## config.mk

```make
export PLATFORM = sky130hd
export DESIGN_NAME = fetch_unit
export DESIGN_NICKNAME = d
export VERILOG_FILES = /design/src/rtl/fetch_unit.sv
export SDC_FILE = /design/constraint.sdc
export NUM_CORES = 1
export LEC_CHECK = 0
export BUFFER_PORTS_ARGS = -buffer_cell sky130_fd_sc_hd__buf_2
export CORE_ASPECT_RATIO = 0.8
export CORE_MARGIN = 1
export CORE_UTILIZATION = 45
export CTS_CLUSTER_DIAMETER = 150
export CTS_CLUSTER_SIZE = 8
export DETAILED_ROUTE_END_ITERATION = 8
export PLACE_DENSITY = 0.83
export SYNTH_ARGS = -nofsm -noshare
export SYNTH_HDL_FRONTEND = slang
export SYNTH_SLANG_ARGS = --single-unit
```

## constraint.sdc

```tcl
create_clock -name clk -period 4.3 [get_ports clk]
set_input_delay 0.86 -clock clk [delete_from_list [all_inputs] [get_ports clk]]
set_output_delay 0.86 -clock clk [all_outputs]
set_load 0.03 [all_outputs]
```

## src/rtl/fetch_unit.sv

```systemverilog
// Instruction fetch front end: owns the PC, fetches words over req/ack and
// issues them to the decoder over valid/ready, folding jump/branch back into the PC.
module fetch_unit #(
  parameter int PC_W     = 8,
  parameter int RESET_PC = 0,
  parameter int INSTR_W  = 16
) (
  input  logic               clk,
  input  logic               rst_n,
  input  logic               run,
  output logic               imem_req,
  output logic [PC_W-1:0]    imem_addr,
  input  logic               imem_ack,
  input  logic [INSTR_W-1:0] imem_data,
  output logic [INSTR_W-1:0] instr,
  output logic [3:0]         op,
  output logic               instr_valid,
  input  logic               instr_ready,
  input  logic               jump,
  input  logic               branch,
  output logic [PC_W-1:0]    pc,
  output logic               halted,
  output logic [15:0]        retired
);

  localparam logic [PC_W-1:0] RESET_PC_L = RESET_PC[PC_W-1:0];

  typedef enum logic [1:0] {
    S_IDLE  = 2'd0,
    S_FETCH = 2'd1,
    S_ISSUE = 2'd2,
    S_HALT  = 2'd3
  } state_t;

  state_t             state_q;
  logic [PC_W-1:0]    pc_q;
  logic [PC_W-1:0]    pc_d;
  logic [INSTR_W-1:0] instr_q;
  logic               valid_q;
  logic               req_q;
  logic               halted_q;
  logic [15:0]        retired_q;

  logic [15:0] pc_ext_s;
  logic [15:0] off_ext_s;
  logic [15:0] br_sum_s;
  logic        accept_s;
  logic        halt_op_s;

  // Branch arithmetic is done at 16 bits and truncated, giving modulo-2^PC_W wrap.
  assign pc_ext_s  = {{(16-PC_W){1'b0}}, pc_q};
  assign off_ext_s = {{10{instr_q[5]}}, instr_q[5:0]};
  assign br_sum_s  = pc_ext_s + 16'd1 + off_ext_s;
  assign accept_s  = valid_q & instr_ready;
  assign halt_op_s = (instr_q[INSTR_W-1 -: 4] == 4'b1111);

  // Next-PC selection: jump beats branch beats sequential.
  always_comb begin
    pc_d = pc_q + {{(PC_W-1){1'b0}}, 1'b1};
    if (jump) begin
      pc_d = instr_q[PC_W-1:0];
    end else if (branch) begin
      pc_d = br_sum_s[PC_W-1:0];
    end else begin
      pc_d = pc_q + {{(PC_W-1){1'b0}}, 1'b1};
    end
  end

  // Sequencer FSM with all handshake outputs registered.
  always_ff @(posedge clk or negedge rst_n) begin
    if (!rst_n) begin
      state_q   <= S_IDLE;
      pc_q      <= RESET_PC_L;
      instr_q   <= {INSTR_W{1'b0}};
      valid_q   <= 1'b0;
      req_q     <= 1'b0;
      halted_q  <= 1'b0;
      retired_q <= 16'd0;
    end else begin
      case (state_q)
        S_IDLE: begin
          if (run) begin
            state_q <= S_FETCH;
            req_q   <= 1'b1;
          end else begin
            req_q   <= 1'b0;
          end
        end
        S_FETCH: begin
          if (imem_ack) begin
            instr_q <= imem_data;
            valid_q <= 1'b1;
            req_q   <= 1'b0;
            state_q <= S_ISSUE;
          end
        end
        S_ISSUE: begin
          if (accept_s) begin
            retired_q <= retired_q + 16'd1;
            valid_q   <= 1'b0;
            if (halt_op_s) begin
              state_q  <= S_HALT;
              halted_q <= 1'b1;
            end else begin
              pc_q <= pc_d;
              if (run) begin
                state_q <= S_FETCH;
                req_q   <= 1'b1;
              end else begin
                state_q <= S_IDLE;
              end
            end
          end
        end
        S_HALT: begin
          req_q    <= 1'b0;
          valid_q  <= 1'b0;
          halted_q <= 1'b1;
        end
        default: begin
          state_q <= S_IDLE;
          req_q   <= 1'b0;
          valid_q <= 1'b0;
        end
      endcase
    end
  end

  assign imem_req    = req_q;
  assign imem_addr   = pc_q;
  assign instr       = instr_q;
  assign op          = instr_q[INSTR_W-1 -: 4];
  assign instr_valid = valid_q;
  assign pc          = pc_q;
  assign halted      = halted_q;
  assign retired     = retired_q;

endmodule

```

== Word level (Yosys, flattened, before mapping) ==
Cells that the tools add are included.

* Reduce and logical (&&, ||, !) cells: 11
* Mux-type cells: 20
* Add/sub/neg operators: 4
* Equal/unequal tests: 10
* Bitwise gates (word level): 2

{| class="wikitable"
|+ Operators with widths
! operator !! count
|-
| 16-bit by 1-bit adder with 16-bit output (second input constant) || 1
|-
| 8-bit by 1-bit adder with 8-bit output (second input constant) || 2
|-
| 8-bit 2-to-1 mux || 2
|-
| 2-bit inequality test (second input constant) || 6
|-
| 1-bit 2-to-1 mux || 10
|-
| 3-bit AND reduction || 3
|-
| 8-bit by 6-bit adder with 8-bit output || 1
|-
| 2-bit 2-to-1 mux || 4
|-
| 4-bit AND reduction || 2
|-
| 2-bit case mux with 3 select lines || 1
|-
| 3-bit nonzero test || 2
|-
| 2-bit == test (second input constant) || 2
|-
| 4-bit == test (second input constant) || 1
|-
| 1-bit case mux with 4 select lines || 1
|-
| 2-bit AND reduction || 2
|-
| 1-bit case mux with 3 select lines || 1
|-
| 2-bit by 1-bit == test with 1-bit output (second input constant) || 1
|-
| 2-bit logical NOT || 1
|-
| 1-bit case mux with 2 select lines || 1
|-
| 2-bit nonzero test || 1
|-
| 1-bit bitwise AND || 1
|-
| 1-bit NOT || 1
|}

* Bits of input ports: 23
* Word-level logic and storage cells: 54
* Flip-flop bits (word level): 45

== Logic depth before layout (Yosys ltp) ==
Gate-level depths: netlist of run 1.

* Depth after elaboration: 4
* Mapped depth: 9

== Worst setup path after synthesis of run 1 ==
OpenSTA, ideal clock, no wires.

* Kind: reg2reg
* From: register pc_q[0] (netlist: imem_addr[0])
* To: register pc_q[6] (netlist: imem_addr[6])
* Data arrival time: 2162 ps
* Data required time: 4218 ps
* Stages on the path, launching flop included: 9
* Setup time: 82 ps
* Path slack: 2055 ps
* Path buffers: 0
* Path through: dfrtp_1 -> inv_1 -> ha_1 -> fa_1 -> nor2b_1 -> o31ai_1 -> a21o_1 -> a311o_1 -> a22oi_2

* Longest elaborated chain between the ends: 4

{| class="wikitable"
|+ Ends and longest elaborated chain
! element !! RTL line !! text
|-
| start: declaration || 36 || <nowiki>logic [PC_W-1:0] pc_q;</nowiki>
|-
| start signal: assignment || 105 || <nowiki>pc_q <= pc_d;</nowiki>
|-
| 8-bit by 1-bit adder with 8-bit output || 53, 65 ||
|-
| 8-bit by 6-bit adder with 8-bit output || 53 || <nowiki>assign br_sum_s = pc_ext_s + 16'd1 + off_ext_s;</nowiki>
|-
| 8-bit 2-to-1 mux (*) || 62 || <nowiki>end else if (branch) begin</nowiki>
|-
| 8-bit 2-to-1 mux (*) || 60 || <nowiki>if (jump) begin</nowiki>
|}

Every way passes the cells marked *; elsewhere a longest branch is shown, timed or not.
A chain may end at the register's enable or synchronous reset.

== Final worst setup path of run 1 ==
Same ends and word-level chain as after synthesis.

==> results of run 1 <==
-- placed cells by master (no fill, tap or decap), drive strengths merged, types with 3 or more instances in the layout --
master	synthesis	final
xor2	6	6
a22oi	3	3
nor2b	6	6
nand3	9	9
inv	10	10
a21o	4	4
clkbuf	5	5
nand2	25	25
and3	9	9
or3	3	3
nand4	3	3
a21oi	12	12
nor2	13	13
mux2	16	16
o21ai	13	13
a211oi	3	3
ha	15	15
dfrtp	45	45
clkinvlp	0	3
xnor2	16	16
a31oi	4	4
buf	13	77
mux2i	4	4
-- layer usage --
metal / track usage (%) / share of wire [%] / wire length, um
met1: 25.8 / 48 / 2650
met2: 32.8 / 47 / 2630
met3: 3.90 / 4.7 / 261
met4: 3.52 / 0.52 / 29
met5: 0 / 0 / 0
-- per-stage QoR --
stage | total power, mW | utilization, % | instances | setup WS [ps]
finish | 0.714 | 55.6 | 401 | 2100
global placement | 0.459 | 53.9 | 393 | 2120
CTS | 0.727 | 55.6 | 401 | 2120
floorplan | 0.439 | - | 256 | 2060
detailed placement | 0.460 | 53.9 | 393 | 2070
global route | 0.743 | 55.6 | 401 | 1930
-- logic make-up (layout without fill, tap and decap cells) --
family / Yosys count / after routing
fa+ha+maj: 16 / 16
simple gates: 75 / 75
buf+inv: 28 / 95
compound gates: 50 / 50
mux: 20 / 20
flops: 45 / 45
xor+xnor: 22 / 22
-- how the worst min path moves through the flow --
stage | from | end | slack (ps)
CTS | retired[15] | retired[15] | 480
global placement | retired[15] | retired[15] | 460
finish | retired[15] | retired[15] | 470
global route | retired[15] | retired[15] | 480
floorplan | rst_n | halted | 560
detailed placement | retired[15] | retired[15] | 460
-- synth_stat cells (all sizes together) (3+ instances only) --
library cell   n
buf           13
o21ai         13
nor2          13
dfrtp         45
nand3          9
inv           10
nor2b          6
xor2           6
or3            3
nand2         25
a21oi         12
a22oi          3
a211oi         3
nand4          3
xnor2         16
mux2          16
a31oi          4
a21o           4
and3           9
clkbuf         5
ha            15
mux2i          4
-- report_power, final --
group | switching [mW] | internal (mW) | total [mW] | leakage [nW]
Clock | 0.149 | 0.114 | 0.264 | 0.0364
Combinational | 0.0176 | 0.00993 | 0.0276 | 1.03
Sequential | 0 | 0.423 | 0.423 | 0.603
Total | 0.167 | 0.547 | 0.714 | 1.67
-- worst register-to-register path, stage by stage, from the launching register on --
cell,delay [ps]
dfrtp_1,440
inv_1,100
ha_1,230
fa_1,420
nor2b_1,170
o31ai_1,110
a21o_1,170
a311o_1,350
a22oi_2,140
-- layout make-up --
class | count | area share (%)
Clock buffer | 5 | 2.25
Clock inverter | 3 | 0.737
Inverter | 10 | 1.23
Multi-Input combinational cell | 183 | 43.1
Sequential cell | 45 | 36.9
Tap cell | 78 | 3.20
Timing Repair Buffer | 77 | 12.6
-- state kept, by name, indices dropped and copies added (netlist names) --
signal       flops
instr           16
retired         16
imem_addr        8
state_q          2
halted           1
imem_req         1
instr_valid      1
==> flow_metrics.env, run 1 <==
export IMPL_outcome="completed"
export IMPL_finalHoldViolations=0
export IMPL_synthAdderAreaFrac_pct=8.00
export IMPL_synth_compound_area_share_pct=12.5
export IMPL_async_flop_share_pct=100
export IMPL_root_buffer="clkbuf_8"
export IMPL_relSlewSlack_pct=33.1
export IMPL_cts_hold_buf=0
export IMPL_io_buffers=77
export IMPL_postCtsSetupBuffers=0
export IMPL_critPathLaunchType="register"
export IMPL_cts_resized=0
export IMPL_synth_area_sq_um=2590
export IMPL_io_pins=78
export IMPL_r2r_setup_slack_ps=2100
export IMPL_grt_max_degree=46
export IMPL_place_gp_congestion=0.850
export IMPL_worstSetupPathType="register to register"
export IMPL_num_rows=24
export IMPL_dr_pass1_iters=4
export IMPL_clock_sinks=45
export IMPL_path_max_fanout=6
export IMPL_ys_types=41
export IMPL_grt_pass1_wl_um=9290
export IMPL_cp_num_buf_inv=1
export IMPL_max_vdd_ir_drop_mv=0.183
export IMPL_die_area_sq_um=6080
export IMPL_max_freq_mhz=454
export IMPL_detail_route_antenna_nets=0
export IMPL_rr_startpoint="imem_addr[0]"
export IMPL_drc=0
export IMPL_setup_viol=0
export IMPL_totalWireLength_um=5570
export IMPL_nets=361
export IMPL_crit_arrival_ps=2410
export IMPL_drive_gt1_share_pct=32.8
export IMPL_synth_ff_type="dfrtp_1"
export IMPL_dpl_cell_area_sq_um=2960
export IMPL_synth_seq_cells=45
export IMPL_setup_tns_ps=0
export IMPL_initial_core_util_pct=47.2
export IMPL_synthMuxAreaShare_pct=8.49
export IMPL_synth_top_family_by_area="simple AND/OR/NAND/NOR gates"
export IMPL_powerDensity_nw_per_um2=234
export IMPL_crit_required_ps=4510
export IMPL_wl_per_cell_um=13.9
export IMPL_skew_ps=7.64
export IMPL_synth_xor_area_share_pct=7.43
export IMPL_period_needed_ps=2200
export IMPL_cp_top_family="compound AO/OA/AOI/OAI gates"
export IMPL_worstSkewPairLatency_ps=290
export IMPL_timing_rr_end="imem_addr[6]"
export IMPL_multi_input_area_sq_um=1320
export IMPL_fin_crit_sh_pct=51.2
export IMPL_rsz0062_at_grt="no"
export IMPL_fill_cells=496
export IMPL_p_leak_nw=1.67
export IMPL_coreArea_sq_um=5500
export IMPL_synth_edf_count=0
export IMPL_area_growth_pct=17.7
export IMPL_grt_pass1_vias=2044
export IMPL_crit_slowest_cell="dfrtp_1"
export IMPL_grtUsageTotal_pct=19.4
export IMPL_cts_tree="yes"
export IMPL_ys_seq_area_share_pct=43.4
export IMPL_dp_hpwl_um=4210
export IMPL_cp_depth=8
export IMPL_worstSetupStartpoint="imem_addr[0]"
export IMPL_ff_latch_area_sq_um=1130
export IMPL_drt_iter0_markers=97
export IMPL_antennaDiodeCount=0
export IMPL_gr_total_overflow=0
export IMPL_synth_top_area_share_pct=43.4
export IMPL_yosysTopAreaCell="dfrtp_1"
export IMPL_synth_net_count=295
export IMPL_clkSlewWorstSetupHoldPaths_ps=90
export IMPL_slew_viol_final=0
export IMPL_cts_htree_levels=2
export IMPL_cts_buffers=5
export IMPL_yosys_area_share_simple_pct=14.3
export IMPL_hp_class="register to register"
export IMPL_yosys_warnings=0
export IMPL_antenna_found_initial=0
export IMPL_worstPathCellList="inv_1 > ha_1 > fa_1 > nor2b_1 > o31ai_1 > a21o_1 > a311o_1 > a22oi_2"
export IMPL_critPathCapture="imem_addr[6]"
export IMPL_synth_cells=256
export IMPL_clock_path_buffers=2
export IMPL_max_cap_viol_count=0
export IMPL_final_area_sq_um=3050
export IMPL_die_w_um=86.9
export IMPL_vias_per_cell=5.23
export IMPL_syn_avg_cell_area_sq_um=10.1
export IMPL_end_kind="register"
export IMPL_die_h_um=69.9
export IMPL_synthTopCellsByArea="dfrtp_1, ha_1, mux2_2, xnor2_1, nand2_1"
export IMPL_num_vias=2097
export IMPL_fin_worst_hold_slack_ps=472
export IMPL_critPathMaxStageDelay_ps=440
export IMPL_min_path_cells=1
export IMPL_worstMarginPinSlew_ps=1000
export IMPL_ff2ff_path_depth=8
(Power assumes the default switching activity.)
==> inputs of run 2 (changes only) <==
Clock period 4.3 ns to 2.3 ns, I/O delays scaled along.
==> flow_metrics.env, run 2 (synthesis gave the netlist of run 1 again) <==
export IMPL_outcome="completed"
export IMPL_antennaDiodeCount=0
export IMPL_mostFrequentLayoutCell="buf_2"
export IMPL_detail_route_antenna_nets=0
export IMPL_clkSlewWorstSetupHoldPaths_ps=100
export IMPL_r2r_setup_slack_ps=130
export IMPL_antenna_found_initial=0
export IMPL_slew_viol_final=0
export IMPL_period_needed_ps=2170
export IMPL_dr_pass1_iters=4
export IMPL_wl_per_cell_um=14.2
export IMPL_vias_per_cell=5.20
export IMPL_final_area_sq_um=3120
export IMPL_cts_htree_levels=2
export IMPL_io_pins=78
export IMPL_fin_crit_sh_pct=94.2
export IMPL_max_vdd_ir_drop_mv=0.345
export IMPL_combinationalPowerShare_pct=3.8
export IMPL_hp_class="primary input to asynchronous set/reset pin"
export IMPL_totalWireLength_um=5800
export IMPL_dp_hpwl_um=4330
export IMPL_die_area_sq_um=6080
export IMPL_powerDensity_nw_per_um2=466
export IMPL_grtUsageTotal_pct=19.9
export IMPL_clock_power_share_pct=41.9
export IMPL_crit_slowest_cell="fa_1"
export IMPL_num_rows=24
export IMPL_dpl_cell_area_sq_um=3010
export IMPL_cp_top_family="compound AO/OA/AOI/OAI gates"
export IMPL_power_internal_mw=1.14
export IMPL_grt_pass1_wl_um=9460
export IMPL_coreArea_sq_um=5500
export IMPL_nets=367
export IMPL_drc=0
export IMPL_finalHoldViolations=0
export IMPL_cp_num_buf_inv=1
export IMPL_max_cap_viol_count=0
export IMPL_worstMarginPinSlew_ps=578
export IMPL_skew_ps=13.1
export IMPL_cts_buffers=5
export IMPL_worstSetupPathType="register to register"
export IMPL_fin_worst_hold_slack_ps=238
export IMPL_die_h_um=69.9
export IMPL_clock_path_buffers=2
export IMPL_initial_core_util_pct=47.2
export IMPL_fill_cells=499
export IMPL_cts_hold_buf=0
export IMPL_die_w_um=86.9
export IMPL_critPathMaxStageDelay_ps=420
export IMPL_num_vias=2117
export IMPL_rsz0062_at_grt="no"
export IMPL_drive_gt1_share_pct=34.0
export IMPL_p_sw_mw=0.318
export IMPL_p_leak_nw=1.71
export IMPL_drt_iter0_markers=74
export IMPL_setup_tns_ps=0
export IMPL_grt_max_degree=46
export IMPL_root_buffer="clkbuf_8"
export IMPL_worstPathCellList="inv_1 > ha_1 > fa_1 > nor2b_1 > o31ai_1 > a21o_1 > a311o_1 > a22oi_2"
export IMPL_cts_resized=0
export IMPL_critPathLaunchType="register"
export IMPL_final_cell_mix="buf_2, dfrtp_1, nand2_1"
export IMPL_path_max_fanout=3
export IMPL_max_freq_mhz=461
export IMPL_relSlewSlack_pct=61.5
export IMPL_crit_required_ps=2520
export IMPL_grt_pass1_vias=2019
export IMPL_area_growth_pct=20.3
export IMPL_clock_sinks=45
export IMPL_cts_tree="yes"
export IMPL_switching_share_pct=21.9
export IMPL_gr_total_overflow=0
export IMPL_setup_viol=0
export IMPL_crit_arrival_ps=2380
export IMPL_place_gp_congestion=0.884
export IMPL_postCtsSetupBuffers=0
export IMPL_dp_slack_ps=180
export IMPL_io_buffers=77
export IMPL_end_kind="register"
export IMPL_p_seq_share_pct=54.4
export IMPL_postLayoutSetupSlackWorst_ps=133
export IMPL_worstSkewPairLatency_ps=300
## run 2: cell count changes in the layout (fill, tap and decap cells not counted), sizes merged
cell	before	now
bufinv	0	1
buf	77	83
clkinv	0	1
clkinvlp	3	1
## run 2: final cells by class
cell class	instances	area, sq um	share of cell area [%]
multi-input combinational	183	1320	42.1
sequential	45	1130	36.1
timing repair buffer	83	430	13.8
tap	78	97.6	3.12
clock buffer	5	68.8	2.20
clock inverter	3	46.3	1.48
inverter	10	37.5	1.20
## run 2: worst paths after layout
path / start / end / depth (start not counted)
setup / recovery: imem_addr[0] / imem_addr[6] / 8
hold reg to reg: retired[15] / retired[15] / 1
setup reg to reg: imem_addr[0] / imem_addr[6] / 8
max in group asynchronous: rst_n / instr[12] / 2
min in group clk: imem_data[5] / instr[5] / 2
hold / removal: rst_n / retired[13] / 2
## run 2: worst register-to-register path, stage by stage, from the launching register on
cell     delay (ps)
dfrtp_1         360
inv_1            70
ha_1            230
fa_1            420
nor2b_1         220
o31ai_1         130
a21o_1          170
a311o_1         350
a22oi_2         160
## run 2: power by group through the flow
| stage | clock network, mW | logic [mW] | registers [mW] |
|---|---|---|---|
| CTS | 0.633 | 0.0556 | 0.790 |
| global route | 0.658 | 0.0625 | 0.791 |
| finish | 0.609 | 0.0547 | 0.790 |
| floorplan | 0 | 0.0139 | 0.806 |
| detailed placement | 0 | 0.0552 | 0.806 |
| global placement | 0 | 0.0542 | 0.806 |
## run 2: metal layers
metal / wire length [um] / vias up / global-route usage, %
met5: 0 / - / 0
met4: 18 / 0 / 5.56
met3: 245 / 2 / 4.02
met2: 2680 / 60 / 31.4
met1: 2850 / 1024 / 27.8
li1: - / 1031 / -
## run 2: through the flow
stage | util [%] | total power [mW] | cells
global route | 56.8 | 1.51 | 407
global placement | 54.7 | 0.860 | 399
finish | 56.8 | 1.45 | 407
floorplan | - | 0.820 | 256
CTS | 56.8 | 1.48 | 407
detailed placement | 54.7 | 0.861 | 399
==> inputs of run 3 (changes only) <==
Settings changed: BUFFER_PORTS_ARGS -buffer_cell sky130_fd_sc_hd__buf_2 to -buffer_cell sky130_fd_sc_hd__buf_4.
==> flow_metrics.env, run 3 (synthesis gave the netlist of run 1 again) <==
export IMPL_clock_sinks=45
export IMPL_crit_arrival_ps=2320
export IMPL_totalWireLength_um=5860
export IMPL_utilization_pct=60.3
export IMPL_coreArea_sq_um=5500
export IMPL_stdcell_count=406
export IMPL_critPathLaunchType="register"
export IMPL_setup_tns_ps=0
export IMPL_die_h_um=69.9
export IMPL_fin_crit_sh_pct=91.4
export IMPL_detail_route_antenna_nets=0
export IMPL_grt_pass1_vias=2161
export IMPL_skew_ps=7.29
export IMPL_critPathMaxStageDelay_ps=480
export IMPL_end_kind="register"
export IMPL_cts_hold_buf=0
export IMPL_vias_per_cell=5.34
export IMPL_hp_class="primary input to asynchronous set/reset pin"
export IMPL_cp_num_buf_inv=0
export IMPL_dp_slack_ps=149
export IMPL_cts_buffers=5
export IMPL_grt_pass1_wl_um=9890
export IMPL_cp_top_family="simple AND/OR/NAND/NOR gates"
export IMPL_dp_cells=397
export IMPL_die_area_sq_um=6080
export IMPL_clock_path_buffers=2
export IMPL_grtUsageTotal_pct=20.7
export IMPL_total_power_mw=1.48
export IMPL_clkSlewWorstSetupHoldPaths_ps=90
export IMPL_relSlewSlack_pct=61.7
export IMPL_area_growth_pct=27.8
export IMPL_max_vdd_ir_drop_mv=0.358
export IMPL_crit_slowest_cell="dfrtp_1"
export IMPL_worstSkewPairLatency_ps=290
export IMPL_antennaDiodeCount=0
export IMPL_rsz0062_at_grt="no"
export IMPL_gr_total_overflow=0
export IMPL_max_cap_viol_count=0
export IMPL_period_needed_ps=2100
export IMPL_cp_depth=6
export IMPL_nets=366
export IMPL_ff2ff_path_depth=6
export IMPL_final_area_sq_um=3320
export IMPL_drive_gt1_share_pct=34.1
export IMPL_worstPathCellList="ha_1 > nor2b_1 > o31a_1 > or4b_1 > a21o_1 > a31oi_1"
export IMPL_final_cell_mix="buf_4, dfrtp_1, nand2_1"
export IMPL_num_vias=2168
export IMPL_mostFrequentLayoutCell="buf_4"
export IMPL_fin_worst_hold_slack_ps=154
export IMPL_die_w_um=86.9
export IMPL_max_freq_mhz=476
export IMPL_worstMarginPinSlew_ps=574
export IMPL_drt_iter0_markers=125
export IMPL_cts_htree_levels=2
export IMPL_place_gp_congestion=0.877
export IMPL_powerDensity_nw_per_um2=446
export IMPL_dp_hpwl_um=4370
export IMPL_cts_tree="yes"
export IMPL_dpl_cell_area_sq_um=3190
export IMPL_p_leak_nw=1.73
export IMPL_worstSetupPathType="register to register"
export IMPL_antenna_found_initial=0
export IMPL_crit_required_ps=2520
export IMPL_setup_viol=0
export IMPL_root_buffer="clkbuf_8"
export IMPL_wl_per_cell_um=14.4
export IMPL_postLayoutSetupSlackWorst_ps=198
export IMPL_drc=0
export IMPL_grt_max_degree=46
export IMPL_num_rows=24
export IMPL_io_pins=78
export IMPL_outcome="completed"
export IMPL_path_max_fanout=8
export IMPL_slew_viol_final=0
export IMPL_io_buffers=77
export IMPL_finalHoldViolations=0
export IMPL_initial_core_util_pct=47.2
export IMPL_dr_pass1_iters=4
run 3: changes by cell type in the layout (fill, tap and decap cells not counted), sizes merged:
cell    delta
buf        -1
clkbuf     +1
clkinv     -1
run 3: worst paths after layout:
path / start / endpoint / slack (ps)
worst max-delay path: imem_addr[1] / imem_addr[5] / 200
worst min-delay path: rst_n / imem_addr[5] / 150
worst max register to register: imem_addr[1] / imem_addr[5] / 200
worst min register to register: retired[15] / retired[15] / 480
max in group asynchronous: rst_n / instr[0] / 1750
min in group clk: imem_data[4] / instr[4] / 390
run 3: final cells by class:
class	instances	area (sq um)
clock buffer	6	82.6
timing repair buffer	82	616
sequential	45	1130
clock inverter	2	37.5
multi-input combinational	183	1320
fill	470	2180
inverter	10	37.5
tap	78	97.6
run 3: power breakdown:
part	switching, mW	internal, mW
Combinational	0.0340	0.0291
Sequential	0	0.790
Clock	0.273	0.353
run 3: per-layer routing:
| layer | vias to the layer above | track usage (%) | share of wire (%) |
|---|---|---|---|
| li1 | 1035 | - | - |
| met1 | 1057 | 28.5 | 46 |
| met2 | 72 | 33.9 | 47 |
| met5 | - | 0 | 0 |
| met4 | 0 | 3.33 | 0.38 |
| met3 | 4 | 4.49 | 5.9 |
run 3: timing repair:
item | in CTS | in global routing
endpoints found under the setup margin | 0 | 2
gates resized for setup | 0 | 1
buffers inserted | 0 | 1
